## src/rtl/spi_reg_pkg.sv

```systemverilog
// Shared types and constants for the SPI command decoder / register bank.
package spi_reg_pkg;

  localparam int unsigned ADDR_W     = 7;
  localparam int unsigned CMD_WR_BIT = 7;

  localparam logic [7:0] IDLE_TX_BYTE  = 8'h00;
  localparam logic [7:0] OOR_READ_BYTE = 8'h00;

  typedef enum logic [1:0] {
    IDLE  = 2'd0,
    CMD   = 2'd1,
    WRITE = 2'd2,
    READ  = 2'd3
  } state_e;

endpackage

```

## src/rtl/spi_reg_bridge_sync_2ff.sv

```systemverilog
// Two-stage 1-bit synchronizer; resets high so a raw chip select reads as
// deselected while reset is active.
module sync_2ff (
  input  logic clk,
  input  logic resetn,
  input  logic d,
  output logic q
);

  logic meta;

  always_ff @(posedge clk or negedge resetn) begin
    if (!resetn) begin
      meta <= 1'b1;
      q    <= 1'b1;
    end else begin
      meta <= d;
      q    <= meta;
    end
  end

endmodule

```

## src/rtl/spi_reg_bridge.sv

```systemverilog
// SPI command decoder and 8-bit register bank behind a mode-0 SPI slave.
// Define SPI_REG_BRIDGE_AUTOINC_EN to advance the address after each data byte.
module spi_reg_bridge
  import spi_reg_pkg::*;
#(
  parameter int unsigned NREGS     = 16,
  parameter logic [7:0]  RESET_VAL = 8'h00
) (
  input  logic               clk,
  input  logic               resetn,
  input  logic               spi_cs_n,
  input  logic               rx_dv,
  input  logic [7:0]         rx_byte,
  output logic [7:0]         tx_byte,
  output logic [NREGS*8-1:0] regs_flat,
  output logic               wr_strobe,
  output logic [6:0]         wr_addr
);

  logic               cs_sync;
  state_e             state_q, state_d;
  logic [ADDR_W-1:0]  addr_q;
  logic [ADDR_W-1:0]  addr_step;
  logic [7:0]         tx_q;
  logic [NREGS*8-1:0] regs_q;
  logic               latch_cmd;
  logic               wr_en;
  logic               rd_adv;
  logic               addr_in_range;

  sync_2ff u_cs_sync (
    .clk    (clk),
    .resetn (resetn),
    .d      (spi_cs_n),
    .q      (cs_sync)
  );

  // Loop-based mux keeps out-of-range addresses off the array index entirely.
  function automatic logic [7:0] reg_read(input logic [NREGS*8-1:0] bank,
                                          input logic [ADDR_W-1:0]  a);
    logic [7:0] val;
    val = OOR_READ_BYTE;
    for (int unsigned i = 0; i < NREGS; i++) begin
      if (a == ADDR_W'(i)) val = bank[8*i +: 8];
    end
    return val;
  endfunction

`ifdef SPI_REG_BRIDGE_AUTOINC_EN
  assign addr_step = addr_q + ADDR_W'(1);
`else
  assign addr_step = addr_q;
`endif

  assign addr_in_range = (32'(addr_q) < NREGS);

  always_ff @(posedge clk or negedge resetn) begin
    if (!resetn) state_q <= IDLE;
    else         state_q <= state_d;
  end

  // A synchronized deselect overrides everything, including a coincident rx_dv.
  always_comb begin
    state_d   = state_q;
    latch_cmd = 1'b0;
    wr_en     = 1'b0;
    rd_adv    = 1'b0;
    if (cs_sync) begin
      state_d = IDLE;
    end else begin
      unique case (state_q)
        IDLE:  state_d = CMD;
        CMD: begin
          if (rx_dv) begin
            latch_cmd = 1'b1;
            state_d   = rx_byte[CMD_WR_BIT] ? WRITE : READ;
          end
        end
        WRITE: wr_en  = rx_dv;
        READ:  rd_adv = rx_dv;
        default: state_d = IDLE;
      endcase
    end
  end

  always_ff @(posedge clk or negedge resetn) begin
    if (!resetn) begin
      addr_q    <= '0;
      tx_q      <= IDLE_TX_BYTE;
      regs_q    <= {NREGS{RESET_VAL}};
      wr_strobe <= 1'b0;
      wr_addr   <= '0;
    end else begin
      wr_strobe <= 1'b0;
      if (latch_cmd) begin
        addr_q <= rx_byte[ADDR_W-1:0];
        tx_q   <= reg_read(regs_q, rx_byte[ADDR_W-1:0]);
      end
      if (wr_en) begin
        addr_q <= addr_step;
        if (addr_in_range) begin
          wr_strobe <= 1'b1;
          wr_addr   <= addr_q;
        end
        for (int unsigned i = 0; i < NREGS; i++) begin
          if (addr_q == ADDR_W'(i)) regs_q[8*i +: 8] <= rx_byte;
        end
      end
      if (rd_adv) begin
        addr_q <= addr_step;
        tx_q   <= reg_read(regs_q, addr_step);
      end
    end
  end

  // Read data is only presented while a read frame is active.
  assign tx_byte   = (state_q == READ) ? tx_q : IDLE_TX_BYTE;
  assign regs_flat = regs_q;

endmodule

```

## config.mk

```make
export PLATFORM = sky130hd
export DESIGN_NAME = spi_reg_bridge
export DESIGN_NICKNAME = d
export VERILOG_FILES = /design/src/rtl/spi_reg_pkg.sv /design/src/rtl/spi_reg_bridge_sync_2ff.sv /design/src/rtl/spi_reg_bridge.sv
export SDC_FILE = /design/constraint.sdc
export NUM_CORES = 1
export LEC_CHECK = 0
export CORE_MARGIN = 2
export CORE_UTILIZATION = 52
export DETAILED_ROUTE_END_ITERATION = 16
export GPL_ROUTABILITY_DRIVEN = 0
export HOLD_SLACK_MARGIN = 0.03
export PLACE_DENSITY = 0.84
export RECOVER_POWER = 25
export SLEW_MARGIN = 20
export SYNTH_ARGS = -nofsm -noshare
export SYNTH_HDL_FRONTEND = slang
export SYNTH_SLANG_ARGS = --single-unit
```

## constraint.sdc

```tcl
create_clock -name clk -period 5.3 [get_ports clk]
set_clock_uncertainty 0.2 [all_clocks]
set_input_delay 1.06 -clock clk [delete_from_list [all_inputs] [get_ports clk]]
set_output_delay 1.06 -clock clk [all_outputs]
set_load 0.03 [all_outputs]
```

==> reports/qor.yml, run 1 <==
outcome:
  outcome: "finished with violations"
  violations: "capacitance limit, slew limit"
route:
  vias_per_cell: 6.87
  vias: 7899
  drt-pass1-iter-count: 6
  ant_nets: 0
  drc: 0
  totalWireLength_um: 30300
  first_iter_violations: 1369
  wl_per_cell_um: 26.3
timing:
  tightest_slew_ns: 2.17
  maxSlewHeadroom_pct: -44.6
  finalSetupTns_ns: 0
  hold_viol: 0
  final_max_slew_viol_count: 40
  fmaxAchievable_ghz: 0.286
  setup-violations-final: 0
  fin_crit_sh_pct: 66.0
  rsz0062_at_grt: "false"
  final.min_clock_period_ns: 3.50
global_routing:
  grtUsageTotal_pct: 33.9
  grt_pass1_vias: 7683
  grt_start_max_net_pins: 75
  antenna_found_initial: 0
  grt_first_pass_wirelength_um: 46100
  grt_overflow: 0
synthesis:
  synth-seq-cells: 155
  synthCells: 793
  synth_edf_count: 0
  syn_area_um2: 8820
  syn_area_per_cell_um2: 11.1
  synth_ff_type: "dfrtp_1"
  async_reset_ff_share_pct: 100
  yosysWarningCount: 0
  synth_nets: 805
  yosysUniqueCellTypes: 66
  yosysSeqAreaShare_pct: 44.0
cts:
  post_cts_resize_count: 0
  postCtsSetupBuffers: 0
  cts-htree-levels: 4
  cts_buffer_depth: 2
  cts_tree: "yes"
  hold_buffers: 0
  clock-sinks: 155
  root_buffer: "clkbuf_16"
  insertion_delay_ns: 0.43
  clk_pin_slew_ns: 0.06
  numCtsBuffers: 17
final_layout:
  drive_gt1_share_pct: 25.7
  fillers: 1249
  final_cell_area_um2: 11100
  synthToLayoutAreaGrowth_pct: 25.9
  nNetsFinal: 928
  antenna_cells: 0
pwr:
  ir_drop_mv: 0.281
  clock_power_share_pct: 38.3
  swShare_pct: 32.2
  seqPwrFrac_pct: 38.0
  power.total_mw: 3.63
  combPwrFrac_pct: 23.7
  p_sw_mw: 1.17
  p_leak_nw: 4.95
  p_per_area_nw_per_um2: 326
  p_int_mw: 2.46
worst_setup_path:
  cp_cell_sequence: "buf_6 -> clkbuf_1"
  critical_path_class: "input port to asynchronous set/reset pin"
  slowest_delay_ns: 1.62
  crit_buf_inv: 2
  worstPathArrival_ns: 3.24
  worstPathMaxFanout: 74
  critical_path_required_ns: 5.04
  r2r_end: "tx_q[2]$_DFFE_PN0P_"
  startpoint_type: "input port"
  cp_top_family: "buffers and inverters"
  slowest_stage: "clkbuf_1"
  r2r_start: "addr_q[0]$_DFFE_PN0P_"
  r2r_slack_ns: 2.01
  endpoint_kind: "asynchronous set/reset pin"
  ff2ff_path_depth: 6
die:
  core-area_um2: 16600
  num_rows: 47
  die_area_um2: 18000
  fp.dieH_um: 134
  io_pins: 156
  die_x_um: 134
  start_util_pct: 53.2
hold_path:
  holdPathEnd: "u_cs_sync.q$_DFF_PN1_"
  hold_path.class: "flop to flop"
  holdPathStages: 0
  worstHoldStart: "u_cs_sync.meta$_DFF_PN1_"
placed_design:
  hpwl_um: 20400
  place_area_um2: 10400
  portBuffers: 155
run:
  drv_cap: 1
==> area by class of cell <==
cell class	count	area, um2	area share, %
Sequential cell	155	3880	34.9
Tap cell	220	275	2.48
Inverter	18	67.6	0.608
Timing Repair Buffer	171	1650	14.9
Clock buffer	21	450	4.05
Clock inverter	11	215	1.94
Multi-Input combinational cell	553	4560	41.1
==> cells in the mapped netlist, drive strengths merged (2+ instances only) <==
master | n | area [um2]
a21oi | 29 | 145
a221oi | 11 | 96.3
mux4 | 17 | 383
o31ai | 6 | 45.0
o221ai | 7 | 61.3
o2111ai | 2 | 17.5
o21a | 2 | 15.0
o311ai | 3 | 26.3
a311oi | 3 | 26.3
nand4b | 2 | 17.5
clkbuf | 33 | 124
nand2 | 53 | 219
or4 | 2 | 18.8
dfrtp | 153 | 3830
or3 | 4 | 25.0
dfstp | 2 | 52.6
nor2b | 14 | 87.6
nor4 | 3 | 18.8
o211ai | 9 | 67.6
o22a | 2 | 17.5
mux2 | 148 | 1670
nand3 | 14 | 70.1
nand2b | 7 | 43.8
nor2 | 44 | 287
mux2i | 22 | 220
a32oi | 6 | 52.6
a211oi | 6 | 45.0
a22o | 6 | 52.6
buf | 34 | 186
and3 | 11 | 68.8
o22ai | 10 | 62.6
nor3 | 24 | 159
o2bb2ai | 2 | 17.5
a31oi | 7 | 43.8
inv | 17 | 63.8
nand3b | 5 | 50.1
a41oi | 3 | 26.3
o21ai | 46 | 230
and2 | 5 | 31.3
o32ai | 2 | 17.5
nand4 | 2 | 12.5
a221o | 2 | 20.0
a22oi | 2 | 15.0
a21o | 2 | 15.0
==> flip-flops by register name, summed over array words and instances, names as in the netlist <==
signal          flops
addr_q              7
regs_flat         128
state_q             2
tx_q                8
u_cs_sync.meta      1
u_cs_sync.q         1
wr_addr             7
wr_strobe           1
==> through the flow <==
| stage | instances | hold WS (ns) | util, % | setup slack (ns) |
|---|---|---|---|---|
| floorplan | 793 | 0.145 | - | 2.54 |
| global placement | 1117 | 0.152 | 63.0 | 1.69 |
| detailed placement | 1117 | 0.147 | 63.0 | 1.61 |
| CTS | 1149 | 0.157 | 67.0 | 2.05 |
| global route | 1149 | 0.160 | 67.0 | 1.31 |
| finish | 1149 | 0.156 | 67.0 | 1.80 |
==> cells in the final DEF, fill, tap and decap left out, types with 7 or more instances in the layout <==
master             n
nor2_8             7
o211ai_1           9
dfrtp_1          152
a21oi_1           29
inv_1             15
mux4_2            17
nor2_1            36
mux2i_1           22
o22ai_1           10
buf_4             15
a221oi_1          11
o21ai_0           46
clkbuf_16         17
nand3_1           14
nand2_1           45
nor3_1            20
nor2b_1           14
mux2_2           145
nand2_2            8
nand2b_1           7
clkdlybuf4s50_1  150
o221ai_1           7
and3_1            11
a31oi_1            7
==> per-layer routing <==
metal | global-route usage [%] | share of wire (%) | up-vias
met5 | 0 | 0 | -
met1 | 43.6 | 36 | 3810
met3 | 10.1 | 12 | 199
met2 | 51.8 | 45 | 677
li1 | - | - | 3213
met4 | 18.2 | 7.0 | 0
==> power by group through the flow <==
stage	Sequential [mW]	Combinational, mW	Clock [mW]
after floorplan	1.44	0.472	0
after CTS	1.37	0.834	1.39
after global placement	1.39	0.813	0
after global routing	1.38	0.895	1.44
final	1.38	0.859	1.39
after detailed placement	1.39	0.827	0
==> kinds of logic (layout without fill, tap and decap cells) <==
logic type,after synthesis,in the layout,share of synthesized area [%]
AOI/OAI and AO/OA,171,171,13.0
buffers and inverters,85,221,4.28
DFF,155,155,44.0
muxes,187,187,25.7
and+or+nand+nor,195,195,13.0
==> worst max path at each step <==
stage | start | endpoint | slack [ns] | cells after the start
final | resetn | addr_q[0]$_DFFE_PN0P_ | 1.80 | 2
after global placement | rx_byte[6] | tx_q[4]$_DFFE_PN0P_ | 1.69 | 8
after detailed placement | rx_byte[6] | tx_q[4]$_DFFE_PN0P_ | 1.61 | 8
after CTS | rx_byte[6] | tx_q[4]$_DFFE_PN0P_ | 2.05 | 8
after global routing | resetn | addr_q[0]$_DFFE_PN0P_ | 1.31 | 2
after floorplan | rx_byte[1] | tx_q[1]$_DFFE_PN0P_ | 2.54 | 7
Power figures use the tool's default switching activity.
==> run 2, diff against run 1 <==
--- a/config.mk
+++ b/config.mk
@@ -6,11 +6,11 @@
 export NUM_CORES = 1
 export LEC_CHECK = 0
 export CORE_MARGIN = 2
-export CORE_UTILIZATION = 52
+export CORE_UTILIZATION = 48
 export DETAILED_ROUTE_END_ITERATION = 16
 export GPL_ROUTABILITY_DRIVEN = 0
 export HOLD_SLACK_MARGIN = 0.03
-export PLACE_DENSITY = 0.84
+export PLACE_DENSITY = 0.82
 export RECOVER_POWER = 25
 export SLEW_MARGIN = 20
 export SYNTH_ARGS = -nofsm -noshare
==> constraint.sdc (replaced) <==
create_clock -name clk -period 2.88 [get_ports clk]
set_clock_uncertainty 0.2 [all_clocks]
set_input_delay 0.576 -clock clk [delete_from_list [all_inputs] [get_ports clk]]
set_output_delay 0.576 -clock clk [all_outputs]
set_load 0.03 [all_outputs]
==> run 2 against run 1 <==
  * The run still ends with capacitance limit, slew limit left
  * Non-clock buffer count grew 36
  * Global-route usage shrank 2.5 points
  * Sequential power grew 84%
  * Core utilization shrank 3.9 points
  * Cell area grew 2.3%
  * Sequential cell count is the same
  * Final cell count grew 3.7%
==> reports/qor.yml, run 2 (same netlist as run 1, synthesis figures left out) <==
die:
  fp.dieH_um: 140  # +4.0%
  die_area_um2: 19500  # +8.1%
  io_pins: 156  # unchanged
  start_util_pct: 49.0  # -4.3 points
  die_x_um: 140  # +4.0%
  num_rows: 49  # +4.3%
  core-area_um2: 18000  # +8.7%
final_layout:
  final_common_cell: "dfrtp_1"
  final_cells: 1192  # +3.7%
  nNetsFinal: 964  # +3.9%
  layout.cells.most_common_list: "dfrtp_1 (152), clkdlybuf4s50_1 (149), mux2_2 (145)"
  largest_register_ffs: 128  # unchanged
  register_area_um2: 3880  # unchanged
  antenna_cells: 0  # unchanged
  multi_input_area_um2: 4560  # unchanged
  utilization_pct: 63.1  # -3.9 points
  drive_gt1_share_pct: 28.3  # +2.6 points
  synthToLayoutAreaGrowth_pct: 28.8
  fillers: 1462  # +17%
outcome:
  outcome: "finished with violations"
  violations: "capacitance limit, slew limit"
timing:
  rsz0062_at_grt: "false"
  setup-violations-final: 0  # unchanged
  maxSlewHeadroom_pct: -4.56  # +40 points
  fin_crit_sh_pct: 95.4
  tightest_slew_ns: 1.57  # -0.601 ns
  fmaxAchievable_ghz: 0.364
  final_max_slew_viol_count: 59  # +48%
  hold_viol: 0  # unchanged
  final.min_clock_period_ns: 2.75
  finalSetupTns_ns: 0  # unchanged
pwr:
  p_per_area_nw_per_um2: 572  # +75%
  ir_drop_mv: 0.495  # +76%
  power.total_mw: 6.50  # +79%
  p_leak_nw: 5.10  # +3.0%
cts:
  numCtsBuffers: 17  # unchanged
  clk_pin_slew_ns: 0.06  # about the same
  cts_tree: "yes"
  cts-htree-levels: 4  # unchanged
  postCtsSetupBuffers: 0  # unchanged
  cts_buffer_depth: 2  # unchanged
  insertion_delay_ns: 0.44  # about the same
  post_cts_resize_count: 0  # unchanged
  clock-sinks: 155  # unchanged
  root_buffer: "clkbuf_16"
route:
  first_iter_violations: 1164  # -15%
  wl_per_cell_um: 25.4  # -3.4%
  drt-pass1-iter-count: 6  # unchanged
  drc: 0  # unchanged
  ant_nets: 0  # unchanged
  vias_per_cell: 6.71  # -2.4%
  totalWireLength_um: 30300  # +0.17%
  vias: 7999  # +1.3%
global_routing:
  grt_overflow: 0  # unchanged
  antenna_found_initial: 0  # unchanged
  grt_pass1_vias: 7838  # +2.0%
  grt_first_pass_wirelength_um: 46800  # +1.6%
  grt_start_max_net_pins: 61  # -19%
  grtUsageTotal_pct: 31.3  # -2.5 points
worst_setup_path:
  r2r_slack_ns: 0.26  # -1.75 ns
  endpoint_kind: "output pin"
  critical_path_class: "flop to output pin"
  worstPathMaxFanout: 15  # -80%
  startpoint: "state_q[1]$_DFFE_PN0P_"
  worstPathArrival_ns: 1.97  # -1.27 ns
  critical_path_required_ns: 2.10  # -2.94 ns
  startpoint_type: "flop"
  r2r_start: "state_q[1]$_DFFE_PN0P_"
run:
  drv_cap: 1  # unchanged
hold_path:
  hold_path.class: "flop to flop"
  worstHoldStart: "u_cs_sync.meta$_DFF_PN1_"
placed_design:
  dp_cells: 1161  # +3.9%
  hpwl_um: 21700  # +6.7%
  portBuffers: 155  # unchanged
## run 2: changes by cell type in the layout (fill, tap and decap cells not counted)
| cell | previous run | this run |
|---|---|---|
| clkinv_4 | 1 | 2 |
| clkbuf_1 | 4 | 2 |
| clkdlybuf4s50_1 | 150 | 149 |
| clkinvlp_4 | 1 | 3 |
| buf_6 | 1 | 0 |
| bufinv_16 | 6 | 3 |
| clkinv_2 | 2 | 1 |
| inv_2 | 2 | 1 |
| dlygate4sd3_1 | 1 | 3 |
| buf_4 | 15 | 47 |
| inv_1 | 15 | 16 |
| clkbuf_2 | 0 | 1 |
| buf_12 | 0 | 4 |
## run 2: final cells by class
class                      count  share of cell area, %
timing repair buffer         207                   17.4
clock buffer                  20                   3.93
multi-input combinational    553                   40.2
tap                          229                   2.52
inverter                      18                  0.594
clock inverter                10                   1.27
sequential                   155                   34.2
## run 2: critical path, cell delays in order (launching register included)
cell and delay [ns]:
dfrtp_1 0.61, and3_1 0.25, clkdlybuf4s50_1 0.68
## run 2: what timing repair did
item / in CTS / in global routing
endpoints found under the setup margin: 0 / 0
hold endpoints to repair: 57 / 0
hold buffers: 1 / 0
## run 2: power by group
| group | switching, mW | internal, mW |
|---|---|---|
| registers | 0.219 | 2.32 |
| clock network | 0.906 | 1.38 |
| logic | 1.04 | 0.646 |
| total | 2.16 | 4.34 |
## run 2: routing by layer
metal	GRT usage, %	vias up	part of all wire [%]	routed length, um
met3	8.40	158	11	3480
met5	0	-	0	0
met4	16.0	0	5.7	1740
met1	41.1	3900	38	11400
met2	48.1	650	45	13700
li1	-	3291	-	-
## run 2: per-stage QoR
step | area, um2 | setup slack (ns) | hold WS [ns]
after detailed placement | 10800 | 0.0723 | 0.151
after floorplan | 8820 | 0.601 | 0.0804
after CTS | 11400 | 0.124 | 0.156
after global routing | 11400 | 0.0727 | 0.157
final | 11400 | 0.133 | 0.156
after global placement | 10800 | 0.0844 | 0.148
## run 2: path summary, 6_finish.rpt
path                       cells past startpoint                         to
min in group asynchronous                      2  regs_flat[95]$_DFFE_PN0P_
hold / removal                                 0      u_cs_sync.q$_DFF_PN1_
setup reg to reg                               7  regs_flat[20]$_DFFE_PN0P_
hold reg to reg                                0      u_cs_sync.q$_DFF_PN1_
setup / recovery                               2                 tx_byte[5]
max in group asynchronous                      3  regs_flat[52]$_DFFE_PN0P_
